==> config.mk <==
export PLATFORM = sky130hd
export DESIGN_NAME = aes_block_sequencer
export DESIGN_NICKNAME = d
export VERILOG_FILES = /design/src/rtl/aes_demo_pkg.sv /design/src/rtl/aes_result_buf.sv /design/src/rtl/aes_block_sequencer.sv
export SDC_FILE = /design/constraint.sdc
export NUM_CORES = 1
export LEC_CHECK = 0
export ABC_AREA = 1
export ABC_CLOCK_PERIOD_IN_PS = 2600
export BUFFER_PORTS_ARGS = -buffer_cell sky130_fd_sc_hd__buf_4
export CAP_MARGIN = 15
export CORE_ASPECT_RATIO = 2
export CORE_UTILIZATION = 55
export CTS_CLUSTER_SIZE = 16
export DETAILED_ROUTE_END_ITERATION = 10
export PLACE_DENSITY = 0.8
export SETUP_SLACK_MARGIN = 0.02
export SYNTH_ARGS = -nofsm -noshare
export SYNTH_HDL_FRONTEND = slang
export SYNTH_SLANG_ARGS = --single-unit
==> constraint.sdc <==
create_clock -name clk -period 2.6 [get_ports clk]
set_input_delay 0.13 -clock clk [delete_from_list [all_inputs] [get_ports clk]]
set_output_delay 0.13 -clock clk [all_outputs]
set_load 0.01 [all_outputs]
==> src/rtl/aes_demo_pkg.sv <==
// rtl/aes_demo_pkg.sv - shared widths, FSM state type and plaintext generator for the AES block sequencer
//
// Contents:
//   WORD_W / BLOCK_W  : display word and AES block widths
//   seq_state_t       : sequencer FSM state encoding
//   make_plaintext()  : generated plaintext block, byte j (j=0 MSB) = seed + 16*blk + j mod 256

package aes_demo_pkg;

    localparam int WORD_W  = 32;
    localparam int BLOCK_W = 128;

    typedef enum logic [2:0] {
        ST_IDLE       = 3'd0,
        ST_LOAD       = 3'd1,
        ST_WAIT_VALID = 3'd2,
        ST_WAIT_DROP  = 3'd3,
        ST_DONE       = 3'd4,
        ST_ERROR      = 3'd5
    } seq_state_t;

    // Byte arithmetic is deliberately 8 bits wide so the mod-256 wrap is free.
    function automatic logic [BLOCK_W-1:0] make_plaintext(input logic [7:0] seed,
                                                          input logic [3:0] blk);
        logic [BLOCK_W-1:0] pt;
        for (int j = 0; j < 16; j++) begin
            pt[BLOCK_W-1-8*j -: 8] = seed + {blk, 4'h0} + 8'(j);
        end
        return pt;
    endfunction

endpackage

==> src/rtl/aes_result_buf.sv <==
// rtl/aes_result_buf.sv - ciphertext result storage with one block write port and a word read port
//
// Ports:
//   clk, rst_n         : clock, asynchronous active-low reset (clears every entry)
//   wr_en/wr_idx/wr_data : write one 128-bit block
//   rd_idx/rd_word     : block and word select for the display read
//   rd_data            : combinational 32-bit word; word 3 is the most significant

module aes_result_buf
    import aes_demo_pkg::*;
#(
    parameter int NUM_BLOCKS = 4,
    parameter int BW         = 2
) (
    input  logic               clk,
    input  logic               rst_n,
    input  logic               wr_en,
    input  logic [BW-1:0]      wr_idx,
    input  logic [BLOCK_W-1:0] wr_data,
    input  logic [BW-1:0]      rd_idx,
    input  logic [1:0]         rd_word,
    output logic [WORD_W-1:0]  rd_data
);

    logic [BLOCK_W-1:0] mem [NUM_BLOCKS];
    logic [BLOCK_W-1:0] rd_blk;

    // Only the addressed entry is written, so a new run leaves later
    // entries holding the previous run's results until it reaches them.
    always_ff @(posedge clk or negedge rst_n) begin
        if (!rst_n) begin
            for (int i = 0; i < NUM_BLOCKS; i++) begin
                mem[i] <= '0;
            end
        end else if (wr_en) begin
            mem[wr_idx] <= wr_data;
        end
    end

    always_comb begin
        rd_blk  = mem[rd_idx];
        rd_data = rd_blk[{rd_word, 5'd0} +: WORD_W];
    end

endmodule

==> src/rtl/aes_block_sequencer.sv <==
// rtl/aes_block_sequencer.sv - feeds generated plaintext blocks to an AES core (ECB or CBC) and displays results
//
// Ports:
//   clk, rst_n                     : clock, asynchronous active-low reset
//   btn_start                      : start a run (only honoured in IDLE, DONE or ERROR)
//   btn_block / btn_word           : step displayed block (up, wrapping) / word (down, wrapping)
//   core_load, core_pt             : level request and plaintext to the core
//   core_ct, core_valid            : core result; valid is held until core_load falls
//   disp_data, blk_idx, word_idx   : displayed ciphertext word and its indices
//   busy, done, err                : run in progress / run complete / core timed out

module aes_block_sequencer
    import aes_demo_pkg::*;
#(
    parameter int                 NUM_BLOCKS = 4,
    parameter int                 CBC_MODE   = 0,
    parameter logic [BLOCK_W-1:0] IV         = 128'h0,
    parameter logic [7:0]         PT_SEED    = 8'h05,
    parameter int                 TIMEOUT    = 1024,
    localparam int                BW         = (NUM_BLOCKS > 1) ? $clog2(NUM_BLOCKS) : 1
) (
    input  logic               clk,
    input  logic               rst_n,
    input  logic               btn_start,
    input  logic               btn_block,
    input  logic               btn_word,
    output logic               core_load,
    output logic [BLOCK_W-1:0] core_pt,
    input  logic [BLOCK_W-1:0] core_ct,
    input  logic               core_valid,
    output logic [WORD_W-1:0]  disp_data,
    output logic [BW-1:0]      blk_idx,
    output logic [1:0]         word_idx,
    output logic               busy,
    output logic               done,
    output logic               err
);

    localparam int            TW       = $clog2(TIMEOUT + 1);
    localparam logic [TW-1:0] TMO_LAST = TW'(TIMEOUT - 1);
    localparam logic [BW-1:0] LAST_BLK = BW'(NUM_BLOCKS - 1);

    seq_state_t         state;
    logic [BW-1:0]      blk_n;
    logic [TW-1:0]      tmo_cnt;
    logic [BLOCK_W-1:0] chain_q;
    logic [BLOCK_W-1:0] plain;
    logic               start_ok;
    logic               res_wr;

    assign plain    = make_plaintext(PT_SEED, 4'(blk_n));
    assign start_ok = btn_start &&
                      ((state == ST_IDLE) || (state == ST_DONE) || (state == ST_ERROR));
    assign res_wr   = (state == ST_WAIT_VALID) && core_valid;

    // chain_q carries the CBC "previous" value: IV at run start, then the
    // most recently captured ciphertext. Keeping a copy here avoids a second
    // full-block read port on the result buffer.
    always_ff @(posedge clk or negedge rst_n) begin
        if (!rst_n) begin
            state     <= ST_IDLE;
            blk_n     <= '0;
            tmo_cnt   <= '0;
            core_load <= 1'b0;
            core_pt   <= '0;
            chain_q   <= '0;
        end else begin
            case (state)
                ST_IDLE, ST_DONE, ST_ERROR: begin
                    if (start_ok) begin
                        blk_n   <= '0;
                        chain_q <= IV;
                        state   <= ST_LOAD;
                    end
                end
                ST_LOAD: begin
                    core_pt   <= (CBC_MODE != 0) ? (plain ^ chain_q) : plain;
                    core_load <= 1'b1;
                    tmo_cnt   <= '0;
                    state     <= ST_WAIT_VALID;
                end
                ST_WAIT_VALID: begin
                    // A result arriving on the last allowed cycle still wins
                    // over the timeout.
                    if (core_valid) begin
                        core_load <= 1'b0;
                        chain_q   <= core_ct;
                        state     <= ST_WAIT_DROP;
                    end else if (tmo_cnt == TMO_LAST) begin
                        core_load <= 1'b0;
                        tmo_cnt   <= '0;
                        state     <= ST_ERROR;
                    end else begin
                        tmo_cnt <= tmo_cnt + 1'b1;
                    end
                end
                ST_WAIT_DROP: begin
                    if (!core_valid) begin
                        if (blk_n == LAST_BLK) begin
                            state <= ST_DONE;
                        end else begin
                            blk_n <= blk_n + 1'b1;
                            state <= ST_LOAD;
                        end
                    end
                end
                default: state <= ST_IDLE;
            endcase
        end
    end

    // Display indices are independent of the FSM so buttons work in any state
    // and in the same cycle as a start.
    always_ff @(posedge clk or negedge rst_n) begin
        if (!rst_n) begin
            blk_idx  <= '0;
            word_idx <= 2'd3;
        end else begin
            if (btn_block) begin
                blk_idx <= (blk_idx == LAST_BLK) ? '0 : blk_idx + 1'b1;
            end
            if (btn_word) begin
                word_idx <= word_idx - 2'd1;
            end
        end
    end

    assign busy = (state == ST_LOAD) || (state == ST_WAIT_VALID) || (state == ST_WAIT_DROP);
    assign done = (state == ST_DONE);
    assign err  = (state == ST_ERROR);

    aes_result_buf #(
        .NUM_BLOCKS (NUM_BLOCKS),
        .BW         (BW)
    ) u_result_buf (
        .clk     (clk),
        .rst_n   (rst_n),
        .wr_en   (res_wr),
        .wr_idx  (blk_n),
        .wr_data (core_ct),
        .rd_idx  (blk_idx),
        .rd_word (word_idx),
        .rd_data (disp_data)
    );

endmodule

# Yosys cells after proc, flatten, opt, wreduce, memory -nomap -nowiden
# Index checks and enable logic that the tools add are counted.
[word_totals] register_bits=661 latch_bits=0 ram_bits=0 rom_bits=0 out_inout_bits=168 wordCells=88 n_memories=0
[classes] n_addsub=20 n_mul=0 n_div=0 order_cmp=3 n_eq_ne=13 shifts=1 muxes=23 bitwise=2 reduce_logical=15
[ops] operator="$bwmux W512" count=1
[ops] operator="$mux W128" count=3
[ops] operator="$bmux W128 S2" count=1
[ops] operator="$demux W128 S2" count=1
[ops] operator="$shiftx A128 B8 Y32" count=1
[ops] operator="$add A8 B4 Y8 const B" count=7
[ops] operator="$add A8 B3 Y8 const B" count=4
[ops] operator="$mux W11" count=2
[ops] operator="$pmux W11 S2" count=1
[ops] operator="$add A8 B2 Y8 const B" count=2
[ops] operator="$mux W3" count=5
[ops] operator="$pmux W3 S4" count=1
[ops] operator="$add A11 B1 Y11 const B" count=1
[ops] operator="$eq A11 B10 Y1 const B" count=1
[ops] operator="$add A7 B4 Y8 const B" count=1
[ops] operator="$add A8 B1 Y8 const B" count=1
[ops] operator="$mux W2" count=4
[ops] operator="$ne A2 B2 Y1 const B" count=4
[ops] operator="$add A3 B6 Y7 const A" count=1
[ops] operator="$eq A3 B2 Y1 const B" count=2
[ops] operator="$eq A3 B3 Y1 const B" count=2
[ops] operator="$ge A3 B3 Y1 const B" count=2
[ops] operator="$not A2 Y3" count=2
[ops] operator="$add A2 B1 Y2 const B" count=2
[ops] operator="16 further kinds" count=25

# Depth between registers and ports, before layout
# Gate-level depths: netlist (run 1).
[logic_depth] word_depth=6 depth_mapped=11

# Cells and area by module
# From an unflattened synthesis (run 1), not the netlist that was laid out.
[unflattened] cells_unflattened=3645 area_unflattened_um2=27340.0
[by_module_without_submodules] module="aes_result_buf" n_inst=1 cells_each=3331 area_per_inst_um2=24895.1 seq_area_each_um2=12812.3
[by_module_without_submodules] module="aes_block_sequencer" n_inst=1 cells_each=314 area_per_inst_um2=2444.8 seq_area_each_um2=678.2

# Worst setup path before layout (run 1)
# No wires, ideal clock.
[synth_timing] path_kind="register to output" from="register blk_idx[0]" to="output disp_data[25]" t_arrival_ns=1.497 required_time_ns=2.470 setup_slack_ns=0.973 path_stages_with_launch=12 path_cell_list="dfrtp_1 -> buf_2 -> inv_2 -> buf_2 -> buf_4 -> buf_2 -> nand2_1 -> nand2_1 -> nand2_1 -> nand3_1 -> nand3_1 -> nand2_1"
[synth_between] elab_chain_cells=5
[synth_rtl] element="start: declaration" line="aes_block_sequencer.sv:32" source="output logic [BW-1:0] blk_idx,"
[synth_rtl] element="start signal: assignment" line="aes_block_sequencer.sv:120" source="blk_idx <= (blk_idx == LAST_BLK) ? '0 : blk_idx + 1'b1;"
[synth_rtl] element="$not A2 Y3 (implied by the code)" line="aes_result_buf.sv:41" source="rd_blk = mem[rd_idx];"
[synth_rtl] element="$bmux W128 S2" line="aes_result_buf.sv:41"
[synth_rtl] element="$mux W128 (implied by the code) (2 in series)" line="aes_result_buf.sv:41"
[synth_rtl] element="$shiftx A128 B8 Y32" line="aes_result_buf.sv:42" source="rd_data = rd_blk[{rd_word, 5'd0} +: WORD_W];"
[synth_rtl] element="end: declaration" line="aes_block_sequencer.sv:31" source="output logic [WORD_W-1:0] disp_data,"
# Every way passes these cells. The select of a mux whose other input is x is not followed.

# Final worst setup path (run 1)
# Same ends and word-level chain as after synthesis.

==> run summary, run 1 <==
The met3 usage was 0.0456. The power share of the combinational group was 0.449; the relative area change from synthesis to final layout was 18.5%. The number of hold violations in the final report is 0, and the number of design-rule violations left by the first detailed-router iteration is 2522. The ratio of final minimum period to clock period is 1.01. In this run the vertical extent of the chip is 315 um. TritonCTS built the clock tree. The logs give 0.439 for the remaining max-slew budget at the tightest pin and 0 for the number of max-slew violations in the final report.

The tools report the number of warnings reported in the yosys synthesis log as 0. The final critical path time including I/O delays and setup came out at 2.63 ns. For the power share of the sequential group, the log shows 0.352. The global routing stage identified its most utilized layer as met2.

Summed over all layers, the global routing overflow is 0. The width of the chip is 158 um. Among all flip-flop cells after synthesis, the most frequent one is sky130_fd_sc_hd__dfrtp_1. The checks that failed: design-rule violations, negative setup slack.

The mapped netlist covers 26900 um^2. The fraction of power spent switching nets was 0.419. Wires add up to 82100 um.

The first global-routing pass estimated 122000 um of wire. The maximum ir drop on the vdd rail is 0.667 mV, and the total power is 0.0359 W. After synthesis the netlist holds a flip-flop and latch count of 539. The cell-internal power is 0.0209 W.

The leakage dissipation is 16.1 nW, and the met1 track demand over resource is 0.376. The tools report the number of antenna-violating nets in the routed design as 0. The library cells used most frequently in the layout, excluding fill and tap cells, are sky130_fd_sc_hd__nand2_1, sky130_fd_sc_hd__dfrtp_1, sky130_fd_sc_hd__o21ai_0, sky130_fd_sc_hd__buf_4, sky130_fd_sc_hd__inv_1.

Pin placement for this block handled 302 I/O pins. The tools report the initial core utilization as 0.557. Leaving out fill and tap cells, the most frequent cell in the layout is sky130_fd_sc_hd__nand2_1. The later pin in the worst-skew pair is clocked with a latency of 0.58 ns. The setup clock skew after layout came out at 0.0134 ns. Clock tree synthesis found a total of 539 sinks. The tools report the proportion of power drawn by the clock network as 0.199. Final hold analysis gives a worst-case slack of 0.0984 ns. Entering global routing, the biggest net connects 133 pins. Adding up every negative setup slack in the final design gives -0.0605 ns.

Data on the critical path is required at its endpoint by 2.47 ns. For the count of maximum capacitance violations, the log shows 0. The tightest min-delay check is of the in -> reg type.

The flow ran to the end, but the final reports show violations. For the via count of the first global-routing pass, the log shows 22900. Setup repair after global routing could not meet its margin everywhere. At the end of the flow, the number of nets in the layout was 3796.

The logs give 0.321 for the total routing usage reported by global routing and 3 for the buffer depth of the longest clock path. The maximum net fanout on the critical path is 11. In this run the power spent charging and discharging nets is 0.0150 W.

The number of clock buffers inserted by TritonCTS came out at 47. The setup slack after layout is -0.0321 ns. Based on the critical path, the design can be clocked at up to 380 MHz.

The count of flip-flops with a built-in enable after synthesis is 0, and the fraction of layout instances using a drive strength above 1 is 0.143. Dividing the detail-routed wire length by the instance count gives 19.0 um. In this run the mean area of a mapped cell was 7.87 um^2. At the pin with the least slew margin, the transition time is 0.842 ns.

The layout has 3881 filler cells. The run gives 51700 um as the detailed placement HPWL. The final estimated routing congestion in global placement was 0.971. The worst setup path is captured at an output port.

Across all register-to-register paths, the minimum setup slack is 0.49 ns. For the number of library cell types mapped by synthesis, the log shows 30. The run gives 2.50 ns as the arrival time at the worst endpoint.

The tools report the cell chosen for the clock root as sky130_fd_sc_hd__clkbuf_16. The placeable core area was 48200 um^2; the register area was 13500 um^2. The tools report the total area of multi-input combinational cells as 10500 um^2. The share of synthesized registers carrying an async set or reset was 1.00.

Fraction of the yosys area taken by sequential cells: 0.502. The total DRC errors in the routed layout is 1. Via total after detailed routing: 24300. Dividing the detail-routed via count by the number of cells gives 5.61. The number of input and output port buffers inserted was 242; the depth of the CTS H-tree was 2.

Before antenna repair, the detailed router went through 9 iterations. The power per cell area is 1130 nW/um^2. The startpoint kind of the worst setup timing path was a register. For the floorplan row count, the log shows 114. At the placement stage, the worst setup path has a slack of 0.441 ns. The die covers 49800 um^2. Clock-pin slew was measured on the worst setup and hold paths at 0.07 ns. The number of antenna violations at the first check in global routing is 1.

By startpoint and endpoint, the worst setup path is classified as reg -> out. The post-layout utilization of the core came out at 0.660. The tools report the fraction of met2 tracks used by global routing as 0.529. Synthesis produced 3415 cells. The run gives 3 as the number of endpoints failing setup at the final stage.
[synth_stat cells (2+ instances only)]
master                        n  area, um^2
sky130_fd_sc_hd__nand2_1   1227        4610
sky130_fd_sc_hd__dfrtp_1    537       13400
sky130_fd_sc_hd__o21ai_0    431        2160
sky130_fd_sc_hd__nand3_1    266        1330
sky130_fd_sc_hd__inv_1      253         950
sky130_fd_sc_hd__o21ai_1    147         736
sky130_fd_sc_hd__nor2_1     132         495
sky130_fd_sc_hd__buf_4      126         946
sky130_fd_sc_hd__buf_6       93        1050
sky130_fd_sc_hd__clkbuf_1    55         206
sky130_fd_sc_hd__buf_2       50         250
sky130_fd_sc_hd__or2_2       34         213
sky130_fd_sc_hd__buf_1       17        63.8
sky130_fd_sc_hd__o211ai_1    12        90.1
sky130_fd_sc_hd__ha_1         6        75.1
sky130_fd_sc_hd__nand2_4      5        56.3
sky130_fd_sc_hd__nand4_1      4        25.0
sky130_fd_sc_hd__inv_2        3        11.3
sky130_fd_sc_hd__nor3_1       3        15.0
sky130_fd_sc_hd__clkinv_1     2        7.51
sky130_fd_sc_hd__dfstp_2      2        52.6
sky130_fd_sc_hd__xor2_1       2        17.5
[power groups by stage]
stage	combinational, W	sequential [W]	clock (W)
after floorplan	0.00912	0.0123	0
after global placement	0.0139	0.0126	0
after detailed placement	0.0142	0.0127	0
after CTS	0.0146	0.0126	0.00717
after global routing	0.0174	0.0129	0.00750
final	0.0161	0.0126	0.00714
[layer usage]
metal | wire length [um] | vias to the layer above
li1 | - | 11100
met1 | 28800 | 11600
met2 | 39600 | 1344
met3 | 6850 | 282
met4 | 6940 | 0
met5 | 0 | -
[worst max-delay path, cell delays in order (launching register included)]
cell and delay, ns:
sky130_fd_sc_hd__dfrtp_4 0.52, sky130_fd_sc_hd__buf_6 0.15, sky130_fd_sc_hd__buf_6 0.14, sky130_fd_sc_hd__buf_16 0.16, sky130_fd_sc_hd__nor2_1 0.10, sky130_fd_sc_hd__nor2_1 0.05, sky130_fd_sc_hd__o21ai_1 0.12, sky130_fd_sc_hd__nand3_2 0.26
sky130_fd_sc_hd__nand3_2 0.20, sky130_fd_sc_hd__nand2_1 0.08, sky130_fd_sc_hd__buf_4 0.14
[what timing repair did]
item / in CTS / in global routing
hold endpoints to repair: 579 / 0
setup endpoints to repair: 32 / 31
gates resized for setup: 14 / 87
pin swaps: 0 / 25
cloned: 0 / 11
setup buffers: 2 / 7
hold buffers: 132 / 0
[through the flow]
stage | instance area (um^2) | instances
2_1_floorplan | 27100 | 3473
3_3_place_gp | 28200 | 4093
3_5_place_dp | 28200 | 4093
4_1_cts | 31100 | 4311
5_1_grt | 31800 | 4330
6_report | 31800 | 4330
[flip-flops by register name, indices dropped and copies added (netlist names)]
| register | flops |
|---|---|
| blk_idx | 2 |
| core_pt | 6 |
| blk_n | 2 |
| tmo_cnt | 11 |
| u_result_buf.mem | 512 |
| core_load | 1 |
| state | 3 |
| word_idx | 2 |
[cell families (layout without fill, tap and decap cells)]
group,count (synthesis),count (layout),share of synthesized area
compound gates,594,594,0.112
xor+xnor,2,2,0.000652
fa+ha+maj,6,6,0.00279
buf+inv,599,817,0.130
flops,539,539,0.502
other cells,1,60,0.000140
simple gates,1674,1674,0.252
[worst paths after layout]
| path | startpoint | endpoint | cells after the start |
|---|---|---|---|
| setup / recovery | blk_idx[0] | disp_data[25] | 10 |
| hold / removal | btn_start | state[0] | 6 |
| setup reg to reg | state[1] | u_result_buf.mem[57] | 8 |
| hold reg to reg | u_result_buf.mem[504] | u_result_buf.mem[504] | 2 |
| max in group asynchronous | rst_n | u_result_buf.mem[432] | 4 |
| min in group asynchronous | rst_n | u_result_buf.mem[332] | 2 |
[area by class of cell]
class / instances / area share
Antenna cell: 1 / 0.0000786
Sequential cell: 539 / 0.424
Clock buffer: 78 / 0.0454
Clock inverter: 6 / 0.00259
Inverter: 258 / 0.0315
Timing Repair inverter: 1 / 0.000354
Timing Repair Buffer: 474 / 0.142
Multi-Input combinational cell: 2335 / 0.329
Tap cell: 638 / 0.0251
Note: power is estimated with default switching activity, not from simulation.
==> run 2: changes to the inputs <==
--- a/config.mk
+++ b/config.mk
@@ -5,8 +5,8 @@
 export SDC_FILE = /design/constraint.sdc
 export NUM_CORES = 1
 export LEC_CHECK = 0
-export ABC_AREA = 1
-export ABC_CLOCK_PERIOD_IN_PS = 2600
+export ABC_AREA = 0
+export ABC_CLOCK_PERIOD_IN_PS = 2700
 export BUFFER_PORTS_ARGS = -buffer_cell sky130_fd_sc_hd__buf_4
 export CAP_MARGIN = 15
 export CORE_ASPECT_RATIO = 2
==> constraint.sdc (replaced) <==
create_clock -name clk -period 2.7 [get_ports clk]
set_input_delay 0.135 -clock clk [delete_from_list [all_inputs] [get_ports clk]]
set_output_delay 0.135 -clock clk [all_outputs]
set_load 0.01 [all_outputs]
==> run summary, run 2 <==
The run finished with clean final reports. The count of maximum capacitance violations came out at 0 (unchanged). The via count of the first global-routing pass was 16800 (was 22900); the mean cell area of the mapped netlist was 15.5 um^2 (was 7.87 um^2).

The number of max-slew violations in the final report was 0 (unchanged). TritonCTS built the clock tree. The arrival time at the worst endpoint was 2.53 ns (was 2.50 ns).

Average via count per standard cell: 5.98 (was 5.61). Total area of multi-input combinational cells: 10400 um^2 (was 10500 um^2). The ratio of final minimum period to clock period was 0.986; the setup clock skew after layout was 0.00836 ns (was 0.0134 ns). Number of hold violations in the final report: 0 (unchanged).

Die span in y: 305 um (was 315 um). The tools report the total DRC errors in the routed layout as 0 (was 1). Top flop regs: u_result_buf.mem (512), tmo_cnt (11), core_pt (6) (unchanged). Number of warnings reported in the yosys synthesis log: 0 (unchanged). The end of the worst register-to-register path was u_result_buf.mem[341] (was u_result_buf.mem[57]). The logs give 46900 um^2 (was 49800 um^2) for the full die area and 0.36 ns (was 0.49 ns) for the flop-to-flop setup slack.

The run gives 5 (was 9) as the number of iterations in the first detailed-routing pass. The fraction of the yosys area taken by sequential cells came out at 0.533 (was 0.502). The tools report the timing endpoint of the critical path as disp_data[19] (was disp_data[25]). The transition at the pin with the smallest max-transition slack was 1.13 ns (was 0.842 ns).

The tools report the start of the worst register-to-register path as state[2] (was state[1]). The number of library cell types mapped by synthesis was 50 (was 30). For the placeable core area, the log shows 45100 um^2 (was 48200 um^2). The register with the most flip-flops is u_result_buf.mem (unchanged).

Highest-count cells in the layout ignoring fill and taps: sky130_fd_sc_hd__dfrtp_1, sky130_fd_sc_hd__mux2_2, sky130_fd_sc_hd__buf_4, sky130_fd_sc_hd__dlygate4sd3_1, sky130_fd_sc_hd__mux4_2 (was sky130_fd_sc_hd__nand2_1, sky130_fd_sc_hd__dfrtp_1, sky130_fd_sc_hd__o21ai_0, sky130_fd_sc_hd__buf_4, sky130_fd_sc_hd__inv_1). The via total after detailed routing was 15300 (was 24300). Class of the worst hold path: in -> async (was in -> reg).

The tools report the required time of the worst setup path as 2.57 ns (was 2.47 ns). The number of design-rule violations left by the first detailed-router iteration was 801 (was 2522); the width of the chip was 154 um (was 158 um). The count of flip-flops with a built-in enable after synthesis works out to 0 (unchanged).

The final critical path time including I/O delays and setup is 2.66 ns. The maximum net fanout on the critical path works out to 11 (unchanged). The tools report the leakage dissipation as 14.3 nW (was 16.1 nW). The fraction of layout instances using a drive strength above 1 was 0.538 (was 0.143); the post-synthesis cell count was 1628 (was 3415).

Largest net degree at the start of global routing: 95 (was 133). The depth of the CTS H-tree is 2 (unchanged). The routed wirelength normalized by instance count was 25.2 um (was 19.0 um); the floorplan row count was 110 (was 114).

The post-layout utilization of the core came out at 0.673 (was 0.660). The relative area change from synthesis to final layout was 20.2% (was 18.5%). The tools report the total wire length as 64500 um (was 82100 um). The tools report the cell chosen for the clock root as sky130_fd_sc_hd__clkbuf_16 (unchanged). The count of pins on the block boundary is 302 (unchanged), and the remaining global-route overflow is 0 (unchanged). For the remaining max-slew budget at the tightest pin, the log shows 0.243 (was 0.439). The summed negative setup slack over all endpoints is 0 ns (was -0.0605 ns), and the final estimated routing congestion in global placement is 0.836 (was 0.971). Most frequent cells after synthesis: sky130_fd_sc_hd__dfrtp_1, sky130_fd_sc_hd__mux2_2, sky130_fd_sc_hd__buf_4 (was sky130_fd_sc_hd__nand2_1, sky130_fd_sc_hd__dfrtp_1, sky130_fd_sc_hd__o21ai_0). The number of input and output port buffers inserted came out at 242 (unchanged). Top area cells in the synthesized netlist: sky130_fd_sc_hd__dfrtp_1, sky130_fd_sc_hd__mux2_2, sky130_fd_sc_hd__mux4_2 (was sky130_fd_sc_hd__dfrtp_1, sky130_fd_sc_hd__nand2_1, sky130_fd_sc_hd__o21ai_0).

The total routing usage reported by global routing is 0.281 (was 0.321), and the worst hold-check slack is 0.131 ns (was 0.0984 ns). The number of flip-flops in the largest register is 512 (unchanged). Detailed placement HPWL: 43900 um (was 51700 um). Most common cell in the netlist: sky130_fd_sc_hd__dfrtp_1 (was sky130_fd_sc_hd__nand2_1). The number of filler cells placed in the layout is 3015 (was 3881), and the number of cells on the worst reg-to-reg path is 5 (was 8).

Leading cell type in the layout, fill and taps excluded: sky130_fd_sc_hd__dfrtp_1 (was sky130_fd_sc_hd__nand2_1). The buffer depth of the longest clock path was 3 (unchanged); the register area was 13500 um^2 (about the same). The tools report the startpoint kind of the worst setup timing path as a register (unchanged). Power per cell area: 1150 nW/um^2 (was 1130 nW/um^2). The biggest area consumer among synthesized cells was sky130_fd_sc_hd__dfrtp_1 (unchanged).

Number of sinks on the clock net: 539 (unchanged). Capturing element type of the critical path: an output port (unchanged). The number of endpoints failing setup at the final stage is 0 (was 3). Based on the critical path, the design can be clocked at up to 376 MHz. The share of synthesized registers carrying an async set or reset came out at 1.00 (unchanged). The number of clock buffers inserted by TritonCTS is 47 (unchanged), and the register clock-pin slew on the reported worst setup and hold paths is 0.07 ns (about the same).

The post-layout net count was 2096 (was 3796). The count of state elements after synthesis came out at 539 (unchanged). The launching instance or port of the critical path is blk_idx[0] (unchanged). The tools report the first-pass GRT wire length as 100000 um (was 122000 um). Maximum ir drop on the vdd rail: 0.786 mV (was 0.667 mV).

The run gives 0.560 (was 0.557) as the initial core utilization. The number of antenna violations at the first check in global routing is 16 (was 1). Setup repair after global routing could not meet its margin everywhere. For the post-synth design cell area, the log shows 25300 um^2 (was 26900 um^2).

The portion of synthesized cell area occupied by the leading cell type is 0.531 (was 0.500). The category of the most critical setup path is reg -> out (unchanged). Number of antenna-violating nets in the routed design: 0 (unchanged). The most used flip-flop cell after synthesis is sky130_fd_sc_hd__dfrtp_1 (unchanged).

The tools report the clock latency on the worst-skew pair as 0.56 ns (was 0.58 ns).
run 2: cell families after synthesis:
| group | share of synthesized area |
|---|---|
| multiplexers | 0.343 |
| flip-flops | 0.533 |
| buffers and inverters | 0.0706 |
| AND/OR/NAND/NOR | 0.0196 |
| AO/OA/AOI/OAI | 0.0280 |
| adder cells (fa/ha/maj) | 0.00297 |
| XOR/XNOR | 0.00208 |
| other | 0.000148 |
run 2: worst max-delay path, cell delays in order, from the launching register on:
cell                      delay (ns)
sky130_fd_sc_hd__dfrtp_4        0.43
sky130_fd_sc_hd__buf_12         0.18
sky130_fd_sc_hd__buf_6          0.16
sky130_fd_sc_hd__mux4_2         0.58
sky130_fd_sc_hd__a22oi_2        0.34
sky130_fd_sc_hd__nand2_1        0.11
sky130_fd_sc_hd__buf_4          0.15
run 2: per-layer routing:
metal | vias up | GRT usage | wire [um]
li1 | 6504 | - | -
met1 | 8123 | 0.335 | 24000
met2 | 532 | 0.506 | 34800
met3 | 142 | 0.0376 | 2850
met4 | 2 | 0.124 | 2770
met5 | - | 0 | 12
run 2: report_power, final:
part | switching [W] | internal [W] | total, W | leakage (nW)
logic | 0.00643 | 0.00820 | 0.0146 | 6.58
clock network | 0.00295 | 0.00385 | 0.00680 | 0.756
registers | 0.00203 | 0.0116 | 0.0137 | 6.93
total | 0.0114 | 0.0237 | 0.0351 | 14.3
run 2: final cells by class:
cell class	instances	area share
Clock inverter	8	0.00317
Inverter	3	0.000371
Tap cell	560	0.0231
Multi-Input combinational cell	915	0.343
Sequential cell	539	0.444
Antenna cell	8	0.000659
Clock buffer	76	0.0476
Timing Repair Buffer	450	0.138
run 2: worst min path at each step:
| stage | startpoint | to | cells after the start |
|---|---|---|---|
| after floorplan | rst_n | blk_idx[0] | 0 |
| after global placement | rst_n | u_result_buf.mem[115] | 1 |
| after detailed placement | rst_n | u_result_buf.mem[115] | 1 |
| after CTS | rst_n | u_result_buf.mem[371] | 2 |
| after global routing | rst_n | u_result_buf.mem[115] | 2 |
| final | rst_n | u_result_buf.mem[371] | 2 |
run 2: per-stage QoR:
| stage | cells | setup slack (ns) | area [um^2] | total power (W) |
|---|---|---|---|---|
| floorplan | 1686 | 0.830 | 25500 | 0.0225 |
| global placement | 2318 | 0.337 | 27100 | 0.0267 |
| detailed placement | 2318 | 0.351 | 27100 | 0.0274 |
| CTS | 2545 | -0.00758 | 30200 | 0.0348 |
| global route | 2558 | 0.0110 | 30400 | 0.0366 |
| finish | 2559 | 0.0382 | 30400 | 0.0351 |
run 2: timing repair:
action,in CTS,in global routing
endpoints found under the setup margin,32,28
gates resized for setup,20,15
buffers inserted,9,5
endpoints found under the hold margin,611,0
pin swaps,2,5
hold buffers,133,0
cloned,1,1
